<file path="src/rtl/vga_pkg.sv">
// Shared VGA constants: image geometry, frame-buffer address width and the colour-bar palette.
package vga_pkg;

   localparam int unsigned c_img_cols  = 320;
   localparam int unsigned c_img_rows  = 240;
   localparam int unsigned c_nb_addr   = 17;
   localparam int unsigned c_bar_width = 40;
   localparam int unsigned c_nb_bars   = 8;

   typedef logic [11:0] rgb444_t;

   typedef enum logic [2:0] {
      BAR_WHITE,
      BAR_YELLOW,
      BAR_CYAN,
      BAR_GREEN,
      BAR_MAGENTA,
      BAR_RED,
      BAR_BLUE,
      BAR_BLACK
   } bar_t;

   function automatic rgb444_t bar_color(input bar_t b);
      case (b)
         BAR_WHITE:   return 12'hFFF;
         BAR_YELLOW:  return 12'hFF0;
         BAR_CYAN:    return 12'h0FF;
         BAR_GREEN:   return 12'h0F0;
         BAR_MAGENTA: return 12'hF0F;
         BAR_RED:     return 12'hF00;
         BAR_BLUE:    return 12'h00F;
         default:     return 12'h000;
      endcase
   endfunction

endpackage

</file>
<file path="src/rtl/vga_colorbars.sv">
// Combinational colour-bar generator: eight bars, each c_bar_width columns wide.
module vga_colorbars
   import vga_pkg::*;
(
   input  logic [9:0]  i_col,
   output logic [11:0] o_color
);

   bar_t w_bar;

   // Bar index is col/40, found by threshold compares instead of a divider.
   always_comb begin
      w_bar = BAR_WHITE;
      for (int unsigned i = 1; i < c_nb_bars; i++) begin
         if ({22'd0, i_col} >= i * c_bar_width)
            w_bar = bar_t'(i[2:0]);
      end
   end

   assign o_color = bar_color(w_bar);

endmodule

</file>
<file path="src/rtl/vga_frame_reader.sv">
// Reads an RGB444 frame buffer (or colour bars) in step with the VGA timing generator,
// delaying syncs by one pixel so they stay aligned with the colour outputs.
module vga_frame_reader #(
   parameter int unsigned c_img_cols  = vga_pkg::c_img_cols,
   parameter int unsigned c_img_rows  = vga_pkg::c_img_rows,
   parameter int unsigned c_nb_addr   = vga_pkg::c_nb_addr,
   parameter logic [11:0] c_bg_color  = 12'h000,
   parameter logic        c_synch_act = 1'b0
) (
   input  logic                 rst,
   input  logic                 clk,
   input  logic                 new_pxl,
   input  logic                 visible_in,
   input  logic                 hsync_in,
   input  logic                 vsync_in,
   input  logic [9:0]           col,
   input  logic [9:0]           row,
   input  logic                 test_mode,
   input  logic [11:0]          mem_dout,
   output logic [c_nb_addr-1:0] mem_addr,
   output logic [3:0]           red,
   output logic [3:0]           green,
   output logic [3:0]           blue,
   output logic                 hsync,
   output logic                 vsync,
   output logic                 frame_end
);

   localparam logic [9:0] c_cols_w = 10'(c_img_cols);
   localparam logic [9:0] c_rows_w = 10'(c_img_rows);

   logic                 w_in_img;
   logic [c_nb_addr-1:0] w_addr;
   vga_pkg::rgb444_t     w_bar;
   vga_pkg::rgb444_t     w_color;

   logic                 r_vis_d;
   logic                 r_img_d;
   logic                 r_hs_d;
   logic                 r_vs_d;
   logic                 r_test;
   vga_pkg::rgb444_t     r_bar_d;
   vga_pkg::rgb444_t     r_mem_q;

   assign w_in_img = visible_in && (col < c_cols_w) && (row < c_rows_w);
   // row*320 + col as row*256 + row*64 + col
   assign w_addr   = (c_nb_addr'(row) << 8) + (c_nb_addr'(row) << 6) + c_nb_addr'(col);

   vga_colorbars u_bars (
      .i_col   (col),
      .o_color (w_bar)
   );

   always_ff @(posedge clk or posedge rst) begin
      if (rst) begin
         mem_addr <= '0;
         r_vis_d  <= 1'b0;
         r_img_d  <= 1'b0;
         r_hs_d   <= ~c_synch_act;
         r_vs_d   <= ~c_synch_act;
         r_bar_d  <= '0;
         r_test   <= 1'b0;
      end else if (new_pxl) begin
         if (w_in_img)
            mem_addr <= w_addr;
         r_vis_d <= visible_in;
         r_img_d <= w_in_img;
         r_hs_d  <= hsync_in;
         r_vs_d  <= vsync_in;
         r_bar_d <= w_bar;
         // Mode only changes at the frame origin so a frame is never split.
         if (col == '0 && row == '0)
            r_test <= test_mode;
      end
   end

   // Read data arrives on the edge between two pixel enables.
   always_ff @(posedge clk or posedge rst) begin
      if (rst)
         r_mem_q <= '0;
      else if (!new_pxl)
         r_mem_q <= mem_dout;
   end

   always_comb begin
      w_color = '0;
      if (r_vis_d) begin
         if (!r_img_d)
            w_color = c_bg_color;
         else if (r_test)
            w_color = r_bar_d;
         else
            w_color = r_mem_q;
      end
   end

   always_ff @(posedge clk or posedge rst) begin
      if (rst) begin
         {red, green, blue} <= '0;
         hsync              <= ~c_synch_act;
         vsync              <= ~c_synch_act;
         frame_end          <= 1'b0;
      end else begin
         frame_end <= 1'b0;
         if (new_pxl) begin
            {red, green, blue} <= w_color;
            hsync              <= r_hs_d;
            vsync              <= r_vs_d;
            frame_end          <= (r_vs_d == c_synch_act) && (vsync != c_synch_act);
         end
      end
   end

endmodule

</file>
<file path="config.mk">
export PLATFORM = sky130hd
export DESIGN_NAME = vga_frame_reader
export DESIGN_NICKNAME = d
export VERILOG_FILES = /design/src/rtl/vga_pkg.sv /design/src/rtl/vga_colorbars.sv /design/src/rtl/vga_frame_reader.sv
export SDC_FILE = /design/constraint.sdc
export NUM_CORES = 1
export LEC_CHECK = 0
export ABC_CLOCK_PERIOD_IN_PS = 5000
export CAP_MARGIN = 25
export CORE_MARGIN = 5
export CORE_UTILIZATION = 25
export CTS_CLUSTER_DIAMETER = 150
export CTS_CLUSTER_SIZE = 20
export DETAILED_ROUTE_END_ITERATION = 8
export GPL_ROUTABILITY_DRIVEN = 0
export HOLD_SLACK_MARGIN = 0.06
export PLACE_DENSITY = 0.51
export SLEW_MARGIN = 20
export SYNTH_ARGS = -nofsm -noshare
export SYNTH_HDL_FRONTEND = slang
export SYNTH_SLANG_ARGS = --single-unit
</file>
<file path="constraint.sdc">
create_clock -name clk -period 5 [get_ports clk]
set_input_delay 1 -clock clk [delete_from_list [all_inputs] [get_ports clk]]
set_output_delay 1 -clock clk [all_outputs]
set_load 0.01 [all_outputs]
</file>
==> impl_metrics.toml <==
[yosys]
async_flop_share_pct = 100
ys_seq_elements = 52
seq_area_frac_synth_pct = 47.8
ys_types = 45
yosys_warnings = 0
synth_edf_count = 0
synthCells = 232
syn-num-nets = 291
post_synth.cell_area_avg_um2 = 11.8
netlist_area_um2 = 2730
synthFlopType = "dfrtp_1"

[cts]
clk_path_buf_depth = 2
cts_root_buf = "clkbuf_8"
cts_setup_buffers = 0
insertion_delay_ns = 0.31
post_cts_resized = 0
cts_tree = "yes"
hold_buffers = 0
cts_made_buffers = 5
clk_pin_slew_worst_paths_ns = 0.10
cts_max_level = 2
clock_sink_count = 52

[setup_path]
reg2reg_to = "red[3]"
crit_top_cell = "o21ai_0"
path_buf_inv = 1
crit_family = "adder cells"
worstReg2RegStart = "r_test"
r2r_cells = 2
cp_data_required_time_ns = 5.22
cp_cell_sequence = "clkdlybuf4s50_1 -> fa_1 -> ha_1 -> and3_1 -> a221oi_2 -> o21ai_0 -> xnor2_1 -> o21ai_0"
cpMaxStageDelayCell = "clkdlybuf4s50_1"
cp.arrival_ns = 3.43
cp-start-kind = "primary input"
slowest_delay_ns = 0.54
endpoint_kind = "register"
critical_path_class = "primary input to register"
rrSetupSlack_ns = 3.74
cp_max_fo = 4

[die]
start_util_pct = 25.3
io_pins = 71
fp-row-count = 38
die_w_um = 115
fp.dieH_um = 115
core-area_um2 = 10800
dieArea_um2 = 13100

[grt]
grt_overflow = 0
busiest_layer = "met2"
antenna_found_initial = 0
met1_usage_pct = 14.7
grtUsageMet3_pct = 3.07
grt_pass1_wl_um = 11200
use_met2_pct = 16.6
grt_pass1_vias = 2114
grt_max_degree = 53
grt.total_usage_pct = 10.7

[flow_run]
cap_violations = 0

[cells_and_area]
drive_gt1_share_pct = 15.8
final_core_util_pct = 34.2
instances_no_fill = 443
nets = 361
fillers = 1104
area_delta_synth_final_pct = 35.0
antenna_cells = 0

[run_status]
status = "finished, final reports clean"

[drt]
vias = 1994
drt_iter0_drc = 89
first_pass_iters = 4
ant_nets = 0
viasPerCell = 4.50
wl_per_cell_um = 15.2
drc = 0
drt_wl_total_um = 6730

[timing]
skew_ns = 0.00710
hold_viol = 0
setup_tns_ns = 0
period_minus_slack_ns = 3.21
fin_crit_sh_pct = 64.3
fmax_mhz = 311
slew_headroom_pct = 54.3
maxSlewViolCount = 0
rsz0062_at_grt = "false"
setup_viol = 0
tightest_slew_ns = 0.685

[power_and_ir_drop]
p_per_area_nw_per_um2 = 306
power.leakage_nw = 1.54
ir_worst_vdd_v = 0.000138

[placement]
port-buffer-count = 70
dp_hpwl_um = 4950
dp.cells = 435

[min_path]
min-delay-start = "mem_addr[14]"
min_path_type = "register to register"
holdPathEnd = "mem_addr[14]"
worstHoldPathCells = 2
registers in the layout, indices dropped and copies added (netlist names):
register   count
r_hs_d         1
r_test         1
blue           4
hsync          1
green          4
frame_end      1
r_vis_d        1
vsync          1
r_mem_q       12
r_vs_d         1
r_bar_d        3
r_img_d        1
red            4
mem_addr      17
Yosys cell counts, types with 2 or more instances:
library cell / n / area share (%)
o211ai_1: 2 / 0.55
buf_2: 3 / 0.55
xor2_1: 5 / 1.6
xnor2_1: 5 / 1.6
buf_1: 2 / 0.27
dfstp_2: 4 / 3.8
ha_1: 17 / 7.8
a21o_1: 4 / 1.1
o21ai_0: 14 / 2.6
clkbuf_1: 3 / 0.41
mux2_4: 3 / 1.6
nand4_1: 2 / 0.46
nor4_1: 2 / 0.46
o21ai_1: 2 / 0.37
fa_1: 3 / 2.2
mux2_2: 22 / 9.1
nand2_1: 15 / 2.1
inv_1: 18 / 2.5
dfrtp_1: 48 / 44
mux2i_1: 12 / 4.4
a221oi_2: 2 / 1.1
a31o_2: 2 / 0.64
a21oi_1: 7 / 1.3
o22ai_1: 12 / 2.7
nor2_1: 3 / 0.41
worst max-delay path by stage:
stage | from | to | slack, ns | cells past startpoint
after floorplan | col[8] | mem_addr[13] | 2.22 | 6
after global placement | col[9] | mem_addr[14] | 1.50 | 8
after detailed placement | col[9] | mem_addr[14] | 1.44 | 8
after CTS | col[9] | mem_addr[16] | 1.77 | 8
after global routing | col[9] | mem_addr[16] | 1.61 | 8
final | col[9] | mem_addr[14] | 1.79 | 8
placed cells by master (no fill, tap or decap), drive strengths merged, types with 2 or more instances in the layout:
| cell | count |
|---|---|
| nand2 | 15 |
| clkbuf | 6 |
| xnor2 | 5 |
| nand3 | 2 |
| dfrtp | 48 |
| o21ai | 16 |
| nand4 | 2 |
| fa | 3 |
| inv | 20 |
| ha | 17 |
| a221oi | 2 |
| o22ai | 12 |
| mux2 | 26 |
| dfstp | 4 |
| o211ai | 2 |
| a21o | 4 |
| nor4 | 3 |
| nor2 | 3 |
| buf | 2 |
| mux2i | 12 |
| xor2 | 5 |
| clkdlybuf4s50 | 70 |
| a31o | 2 |
| a21oi | 7 |
logic make-up (layout without fill, tap and decap cells):
| kind of cell | Yosys count | count (layout) | synth area share, % |
|---|---|---|---|
| AOI/OAI and AO/OA | 51 | 51 | 12.5 |
| adders and majority gates | 21 | 21 | 10.3 |
| xor gates and xnor gates | 10 | 10 | 3.20 |
| and+or+nand+nor | 32 | 32 | 6.41 |
| DFF | 52 | 52 | 47.8 |
| muxes | 38 | 38 | 15.5 |
| buffers and inverters | 28 | 99 | 4.26 |
layout make-up:
type,count,area (µm²),area share (%)
Multi-Input combinational cell,152,1310,35.5
Sequential cell,52,1310,35.4
Timing Repair Buffer,72,716,19.4
Tap cell,140,175,4.75
Clock buffer,6,72.6,1.97
Inverter,19,71.3,1.93
Clock inverter,2,38.8,1.05
worst min-delay path, cell delays in order, from the launching register on:
cell     delay [ns]
dfrtp_1        0.36
nand2_1        0.05
o21ai_0        0.06
per-layer routing:
layer  wire length, µm  up-vias  share of wire, %
met4                65        0              0.97
met1              3160      957                47
li1                  -      975                 -
met3               408        7               6.1
met5                 0        -                 0
met2              3090       55                46
through the flow:
stage	power, mW	hold WS, ns	area [µm²]	worst slack, ns
after global routing	1.20	0.512	3690	1.61
after CTS	1.15	0.503	3690	1.77
after detailed placement	0.840	0.473	3580	1.44
after global placement	0.836	0.474	3580	1.50
final	1.13	0.496	3690	1.79
after floorplan	0.672	0.479	2730	2.22
power breakdown:
group | internal (mW) | switching (mW)
Sequential | 0.480 | 0.0309
Combinational | 0.180 | 0.136
Clock | 0.152 | 0.150
Total | 0.811 | 0.317
Note: power is estimated with default switching activity, not from simulation.
